<file path="src/rtl/vga_timing_gen_if.sv">
// vga_timing_gen_if: run-time controls and decoded timing outputs of the VGA timing generator.
interface vga_timing_gen_if #(parameter int CNT_W = 11, parameter int FCNT_W = 16) ();
  logic enable, mode_sel;
  logic [CNT_W-1:0] hcount, vcount;
  logic hblnk, vblnk, hsync, vsync, de, line_start, frame_start, mode_active;
  logic [FCNT_W-1:0] frame_cnt;
  modport master (input enable, mode_sel, output hcount, vcount, hblnk, vblnk, hsync, vsync, de,
                  line_start, frame_start, mode_active, frame_cnt);
  modport slave (output enable, mode_sel, input hcount, vcount, hblnk, vblnk, hsync, vsync, de,
                 line_start, frame_start, mode_active, frame_cnt);
endinterface

</file>
<file path="src/rtl/vga_timing_gen.sv">
// vga_timing_gen: two-mode VGA timing generator with frame-boundary mode switching.
module vga_timing_gen #(
  parameter int CNT_W = 11, parameter int FCNT_W = 16,
  parameter int M0_H_ACT = 800, parameter int M0_H_FP = 40, parameter int M0_H_SYNC = 128, parameter int M0_H_BP = 88,
  parameter int M0_V_ACT = 600, parameter int M0_V_FP = 1, parameter int M0_V_SYNC = 4, parameter int M0_V_BP = 23,
  parameter bit M0_HS_POL = 1'b1, parameter bit M0_VS_POL = 1'b1,
  parameter int M1_H_ACT = 1024, parameter int M1_H_FP = 24, parameter int M1_H_SYNC = 136, parameter int M1_H_BP = 160,
  parameter int M1_V_ACT = 768, parameter int M1_V_FP = 3, parameter int M1_V_SYNC = 6, parameter int M1_V_BP = 29,
  parameter bit M1_HS_POL = 1'b0, parameter bit M1_VS_POL = 1'b0
) (
  input logic clk,
  input logic rst,
  vga_timing_gen_if.master bus
);
  typedef struct packed {
    logic [CNT_W-1:0] ha, hss, hse, ht, va, vss, vse, vt;
    logic hp, vp;
  } tim_t;
  // sync ranges and totals are stored as inclusive last positions
  localparam tim_t T0 = '{
    ha: CNT_W'(M0_H_ACT), hss: CNT_W'(M0_H_ACT + M0_H_FP), hse: CNT_W'(M0_H_ACT + M0_H_FP + M0_H_SYNC - 1),
    ht: CNT_W'(M0_H_ACT + M0_H_FP + M0_H_SYNC + M0_H_BP - 1),
    va: CNT_W'(M0_V_ACT), vss: CNT_W'(M0_V_ACT + M0_V_FP), vse: CNT_W'(M0_V_ACT + M0_V_FP + M0_V_SYNC - 1),
    vt: CNT_W'(M0_V_ACT + M0_V_FP + M0_V_SYNC + M0_V_BP - 1),
    hp: M0_HS_POL, vp: M0_VS_POL};
  localparam tim_t T1 = '{
    ha: CNT_W'(M1_H_ACT), hss: CNT_W'(M1_H_ACT + M1_H_FP), hse: CNT_W'(M1_H_ACT + M1_H_FP + M1_H_SYNC - 1),
    ht: CNT_W'(M1_H_ACT + M1_H_FP + M1_H_SYNC + M1_H_BP - 1),
    va: CNT_W'(M1_V_ACT), vss: CNT_W'(M1_V_ACT + M1_V_FP), vse: CNT_W'(M1_V_ACT + M1_V_FP + M1_V_SYNC - 1),
    vt: CNT_W'(M1_V_ACT + M1_V_FP + M1_V_SYNC + M1_V_BP - 1),
    hp: M1_HS_POL, vp: M1_VS_POL};
  tim_t cur, nt;
  logic h_end, v_end, f_wrap, n_mode;
  logic [CNT_W-1:0] n_h, n_v;
  // limits come from the running mode; decode of the next position uses the mode it will be in
  always_comb begin
    cur = bus.mode_active ? T1 : T0;
    h_end = bus.hcount == cur.ht;
    v_end = bus.vcount == cur.vt;
    f_wrap = h_end && v_end;
    n_mode = f_wrap ? bus.mode_sel : bus.mode_active;
    nt = n_mode ? T1 : T0;
    n_h = h_end ? '0 : bus.hcount + CNT_W'(1);
    n_v = h_end ? (v_end ? '0 : bus.vcount + CNT_W'(1)) : bus.vcount;
  end
  always_ff @(posedge clk or negedge rst) begin
    if (!rst) begin
      bus.hcount <= '0;
      bus.vcount <= '0;
      bus.hblnk <= 1'b0;
      bus.vblnk <= 1'b0;
      bus.hsync <= !M0_HS_POL;
      bus.vsync <= !M0_VS_POL;
      bus.de <= 1'b0;
      bus.line_start <= 1'b0;
      bus.frame_start <= 1'b0;
      bus.mode_active <= 1'b0;
      bus.frame_cnt <= '0;
    end else if (bus.enable) begin
      bus.hcount <= n_h;
      bus.vcount <= n_v;
      bus.hblnk <= n_h >= nt.ha;
      bus.vblnk <= n_v >= nt.va;
      bus.hsync <= (n_h >= nt.hss && n_h <= nt.hse) ? nt.hp : !nt.hp;
      bus.vsync <= (n_v >= nt.vss && n_v <= nt.vse) ? nt.vp : !nt.vp;
      bus.de <= n_h < nt.ha && n_v < nt.va;
      bus.line_start <= n_h == '0;
      bus.frame_start <= n_h == '0 && n_v == '0;
      bus.mode_active <= n_mode;
      bus.frame_cnt <= bus.frame_cnt + FCNT_W'(f_wrap);
    end else begin
      bus.line_start <= 1'b0;
      bus.frame_start <= 1'b0;
    end
  end
endmodule

</file>
<file path="src/flat_wrapper.sv">
// flat-port wrapper written by rule: the top's interface ports become plain ports
module vga_timing_gen_flat 
#(
  parameter int CNT_W = 11, parameter int FCNT_W = 16,
  parameter int M0_H_ACT = 800, parameter int M0_H_FP = 40, parameter int M0_H_SYNC = 128, parameter int M0_H_BP = 88,
  parameter int M0_V_ACT = 600, parameter int M0_V_FP = 1, parameter int M0_V_SYNC = 4, parameter int M0_V_BP = 23,
  parameter bit M0_HS_POL = 1'b1, parameter bit M0_VS_POL = 1'b1,
  parameter int M1_H_ACT = 1024, parameter int M1_H_FP = 24, parameter int M1_H_SYNC = 136, parameter int M1_H_BP = 160,
  parameter int M1_V_ACT = 768, parameter int M1_V_FP = 3, parameter int M1_V_SYNC = 6, parameter int M1_V_BP = 29,
  parameter bit M1_HS_POL = 1'b0, parameter bit M1_VS_POL = 1'b0
)
  (clk, rst, bus_enable, bus_mode_sel, bus_hcount, bus_vcount, bus_hblnk, bus_vblnk, bus_hsync, bus_vsync, bus_de, bus_line_start, bus_frame_start, bus_mode_active, bus_frame_cnt);
  vga_timing_gen_if #(.CNT_W(CNT_W), .FCNT_W(FCNT_W)) bus_i ();
  input logic clk;
  input logic rst;
  input wire logic [$bits(bus_i.enable)-1:0] bus_enable;
  input wire logic [$bits(bus_i.mode_sel)-1:0] bus_mode_sel;
  output wire logic [$bits(bus_i.hcount)-1:0] bus_hcount;
  output wire logic [$bits(bus_i.vcount)-1:0] bus_vcount;
  output wire logic [$bits(bus_i.hblnk)-1:0] bus_hblnk;
  output wire logic [$bits(bus_i.vblnk)-1:0] bus_vblnk;
  output wire logic [$bits(bus_i.hsync)-1:0] bus_hsync;
  output wire logic [$bits(bus_i.vsync)-1:0] bus_vsync;
  output wire logic [$bits(bus_i.de)-1:0] bus_de;
  output wire logic [$bits(bus_i.line_start)-1:0] bus_line_start;
  output wire logic [$bits(bus_i.frame_start)-1:0] bus_frame_start;
  output wire logic [$bits(bus_i.mode_active)-1:0] bus_mode_active;
  output wire logic [$bits(bus_i.frame_cnt)-1:0] bus_frame_cnt;
  assign bus_i.enable = bus_enable;
  assign bus_i.mode_sel = bus_mode_sel;
  assign bus_hcount = bus_i.hcount;
  assign bus_vcount = bus_i.vcount;
  assign bus_hblnk = bus_i.hblnk;
  assign bus_vblnk = bus_i.vblnk;
  assign bus_hsync = bus_i.hsync;
  assign bus_vsync = bus_i.vsync;
  assign bus_de = bus_i.de;
  assign bus_line_start = bus_i.line_start;
  assign bus_frame_start = bus_i.frame_start;
  assign bus_mode_active = bus_i.mode_active;
  assign bus_frame_cnt = bus_i.frame_cnt;
  vga_timing_gen #(.CNT_W(CNT_W), .FCNT_W(FCNT_W), .M0_H_ACT(M0_H_ACT), .M0_H_FP(M0_H_FP), .M0_H_SYNC(M0_H_SYNC), .M0_H_BP(M0_H_BP), .M0_V_ACT(M0_V_ACT), .M0_V_FP(M0_V_FP), .M0_V_SYNC(M0_V_SYNC), .M0_V_BP(M0_V_BP), .M0_HS_POL(M0_HS_POL), .M0_VS_POL(M0_VS_POL), .M1_H_ACT(M1_H_ACT), .M1_H_FP(M1_H_FP), .M1_H_SYNC(M1_H_SYNC), .M1_H_BP(M1_H_BP), .M1_V_ACT(M1_V_ACT), .M1_V_FP(M1_V_FP), .M1_V_SYNC(M1_V_SYNC), .M1_V_BP(M1_V_BP), .M1_HS_POL(M1_HS_POL), .M1_VS_POL(M1_VS_POL)) u_core (.clk(clk), .rst(rst), .bus(bus_i));
endmodule
</file>
<file path="config.mk">
export PLATFORM = sky130hd
export DESIGN_NAME = vga_timing_gen_flat
export DESIGN_NICKNAME = d
export VERILOG_FILES = /design/src/rtl/vga_timing_gen_if.sv /design/src/rtl/vga_timing_gen.sv /design/src/flat_wrapper.sv
export SDC_FILE = /design/constraint.sdc
export NUM_CORES = 1
export LEC_CHECK = 0
export CORE_ASPECT_RATIO = 0.9
export CORE_MARGIN = 2
export CORE_UTILIZATION = 50
export DETAILED_ROUTE_END_ITERATION = 12
export PLACE_DENSITY = 0.81
export SYNTH_ARGS = -nofsm -noshare
export SYNTH_HDL_FRONTEND = slang
export SYNTH_SLANG_ARGS = --single-unit
export TNS_END_PERCENT = 5
</file>
<file path="constraint.sdc">
create_clock -name clk -period 3.7 [get_ports clk]
set_input_delay 0.74 -clock clk [delete_from_list [all_inputs] [get_ports clk]]
set_output_delay 0.74 -clock clk [all_outputs]
set_load 0.01 [all_outputs]
</file>
==> metrics.cfg <==
[timing]
max_slew_margin_pct=28.1
setup_viol=0
finalHoldViolCount=0
period_minus_slack_ps=3630
worst_pin_slew_ps=1080
fin_crit_sh_pct=98.1
finClkSkew_ps=4.86
report.final.slew_viol_count=0
fmax_ghz=0.276

[finish]
final_area_um2=4390
diodes=0
utilization_pct=66.6
area_growth_pct=29.3
fin_nets=476
layout-drive-gt1-share_pct=22.0

[routing]
drtAntennaViolNets=0
wl_per_cell_um=18.0
via_count=3296
drc=0
via_per_inst=6.05
drt-initial-drc-count=279
dr.pass1.iters=5
postRouteWirelength_mm=9.81

[yosys]
yosys.area_share.simple_pct=24.1
synth_nets=393
synthAdderAreaFrac_pct=6.27
ys_ff_latch=46
avgSynthCellArea_um2=9.12
synthMuxAreaShare_pct=3.39
synth_flop_cell=dfrtp_1
synth_commonest_cells=dfrtp_1 (46), nor2_1 (32), nand2_1 (30)
synthTopCellsByArea=dfrtp_1 (34%), ha_1 (6.3%), xnor2_1 (4.6%), xor2_1 (3.6%), nor2_1 (3.5%)
synth_edf_count=0
ys_seq_area_share_pct=33.9
yosys.area_share.xor_xnor_pct=8.26
synth_top_family_by_area=simple AND/OR/NAND/NOR gates
synth_top_area_share_pct=33.9
synth_warnings=0
synth_compound_area_share_pct=17.2
yosysTopAreaCell=dfrtp_1
synthArstFlopShare_pct=100
yosysMostFrequentCell=dfrtp_1
ys_types=72
syn_area_um2=3390
syn-instance-count=372

[grt]
grt_pass1_wl_mm=15.1
grt-ovfl-total=0
grt_pass1_vias=3051
antenna_found_initial=0
grt_max_degree=47
globalRouteTotalUtil_pct=25.8

[die]
dieArea_um2=7460
boundaryPins=50
die_w_um=90.8
core_um2=6590
start_util_pct=51.5
die_height_um=82.1
fp-row-count=28

[power]
power_frac_seq_pct=37.1
intPower_mw=1.01
p_sw_share_pct=37.1
pwr_density_cell_nw_per_um2=368
p_sw_uw=599
vdd_ir_drop_max_mv=0.191
cellLeakagePower_nw=1.87
combPwrFrac_pct=43.9
clkPwrFrac_pct=19.0
total_power_mw=1.61

[critical_path]
crit_path_start_kind=register
critical_path_class=register to register
cp_data_arrival_time_ps=3820
crit_chain=or4bb_1, o22a_2, nor2_4, o21ai_0, a21oi_2, inv_1, ha_4, buf_4, buf_4, a22o_1, a21oi_1, a2111oi_2, and4_1, or3_1
slowest_stage=or4bb_1
crit_path_frequent_cell=buf_4
path_delay_family=simple AND/OR/NAND/NOR gates
crit_path_end_kind=register
cp_data_required_time_ps=3890
max_stage_delay_ps=570
cp_max_fo=4
path_buf_inv=3
rrSetupSlack_ps=70

[clock_network]
clk_path_buf_depth=2
clock_latency_ps=300
tritoncts=yes
cts-root-buf=clkbuf_8
cts_buffers=5
htreeDepth=2
cts.clk_slew.worst_paths_ps=90
cts_sinks=46

[placement]
hpwlAfterDp_mm=6.85
portBuffers=49
gp_congestion=0.938
placed_area_um2=4120

[worst_hold_path]
hold_path.class=register to register

[run]
drv_cap=0

[outcome]
outcome=finished, final reports clean

## per-stage QoR
step / instances / hold slack [ps] / setup TNS (ps) / setup WS [ps]
finish: 545 / 476 / 0 / 70.6
global route: 545 / 516 / -68.7 / -68.7
CTS: 532 / 478 / 0 / 10.5
detailed placement: 522 / 462 / -78.4 / -54.5
global placement: 522 / 463 / 0 / 77.2
floorplan: 372 / 444 / 0 / 1.67
## repair_timing
action                                  CTS  global route
pin swaps                                 3            13
setup buffers                             3            13
resized for setup                         5            11
hold buffers                              0             0
endpoints found under the setup margin    2             2
## final timing paths
path / start / endpoint / cells past startpoint
setup / recovery: u_core.bus.vcount[2] / u_core.bus.vsync / 14
hold / removal: u_core.bus.frame_cnt[15] / u_core.bus.frame_cnt[15] / 1
setup reg to reg: u_core.bus.vcount[2] / u_core.bus.vsync / 14
hold reg to reg: u_core.bus.frame_cnt[15] / u_core.bus.frame_cnt[15] / 1
max in group asynchronous: rst / u_core.bus.hcount[9] / 1
min in group asynchronous: rst / u_core.bus.frame_cnt[13] / 1
## power by group through the flow
stage / sequential, mW / clock [mW] / combinational (mW)
finish: 0.597 / 0.307 / 0.708
floorplan: 0.625 / 0 / 0.407
CTS: 0.594 / 0.308 / 0.651
global route: 0.603 / 0.335 / 0.764
global placement: 0.598 / 0 / 0.619
detailed placement: 0.602 / 0 / 0.640
## cell families after synthesis
logic type	Yosys count
AOI/OAI and AO/OA	80
xor gates and xnor gates	32
adders and majority gates	17
buffers and inverters	38
DFF	46
muxes	10
and+or+nand+nor	149
## layout make-up
class / count / area, um^2
Clock buffer: 5 / 68.8
Clock inverter: 2 / 10.0
Multi-Input combinational cell: 288 / 2120
Fill cell: 545 / 2200
Tap cell: 90 / 113
Inverter: 14 / 52.6
Sequential cell: 46 / 1150
Timing Repair Buffer: 100 / 872
## cells in the final DEF, fill, tap and decap left out, types with 7 or more instances in the layout
master	count
nand2_1	30
dfrtp_1	46
nor2_1	31
xor2_1	14
nand4_1	10
inv_1	12
nand3_1	20
and3_1	7
mux2_2	8
ha_1	15
buf_4	50
clkdlybuf4s50_1	48
xnor2_1	18
o21ai_0	15
a21oi_1	16
## metal layers
layer / share of wire (%) / global-route usage, %
met4: 2.1 / 8.64
met5: 0 / 0
met1: 43 / 34.8
met2: 47 / 42.8
met3: 7.7 / 4.45
## flip-flops by register name, summed over array words and instances (netlist names)
| signal | count |
|---|---|
| u_core.bus.vblnk | 1 |
| u_core.bus.de | 1 |
| u_core.bus.vcount | 11 |
| u_core.bus.line_start | 1 |
| u_core.bus.hcount | 11 |
| u_core.bus.hsync | 1 |
| u_core.bus.frame_cnt | 16 |
| u_core.bus.mode_active | 1 |
| u_core.bus.hblnk | 1 |
| u_core.bus.frame_start | 1 |
| u_core.bus.vsync | 1 |
Note: power is estimated with default switching activity, not from simulation.
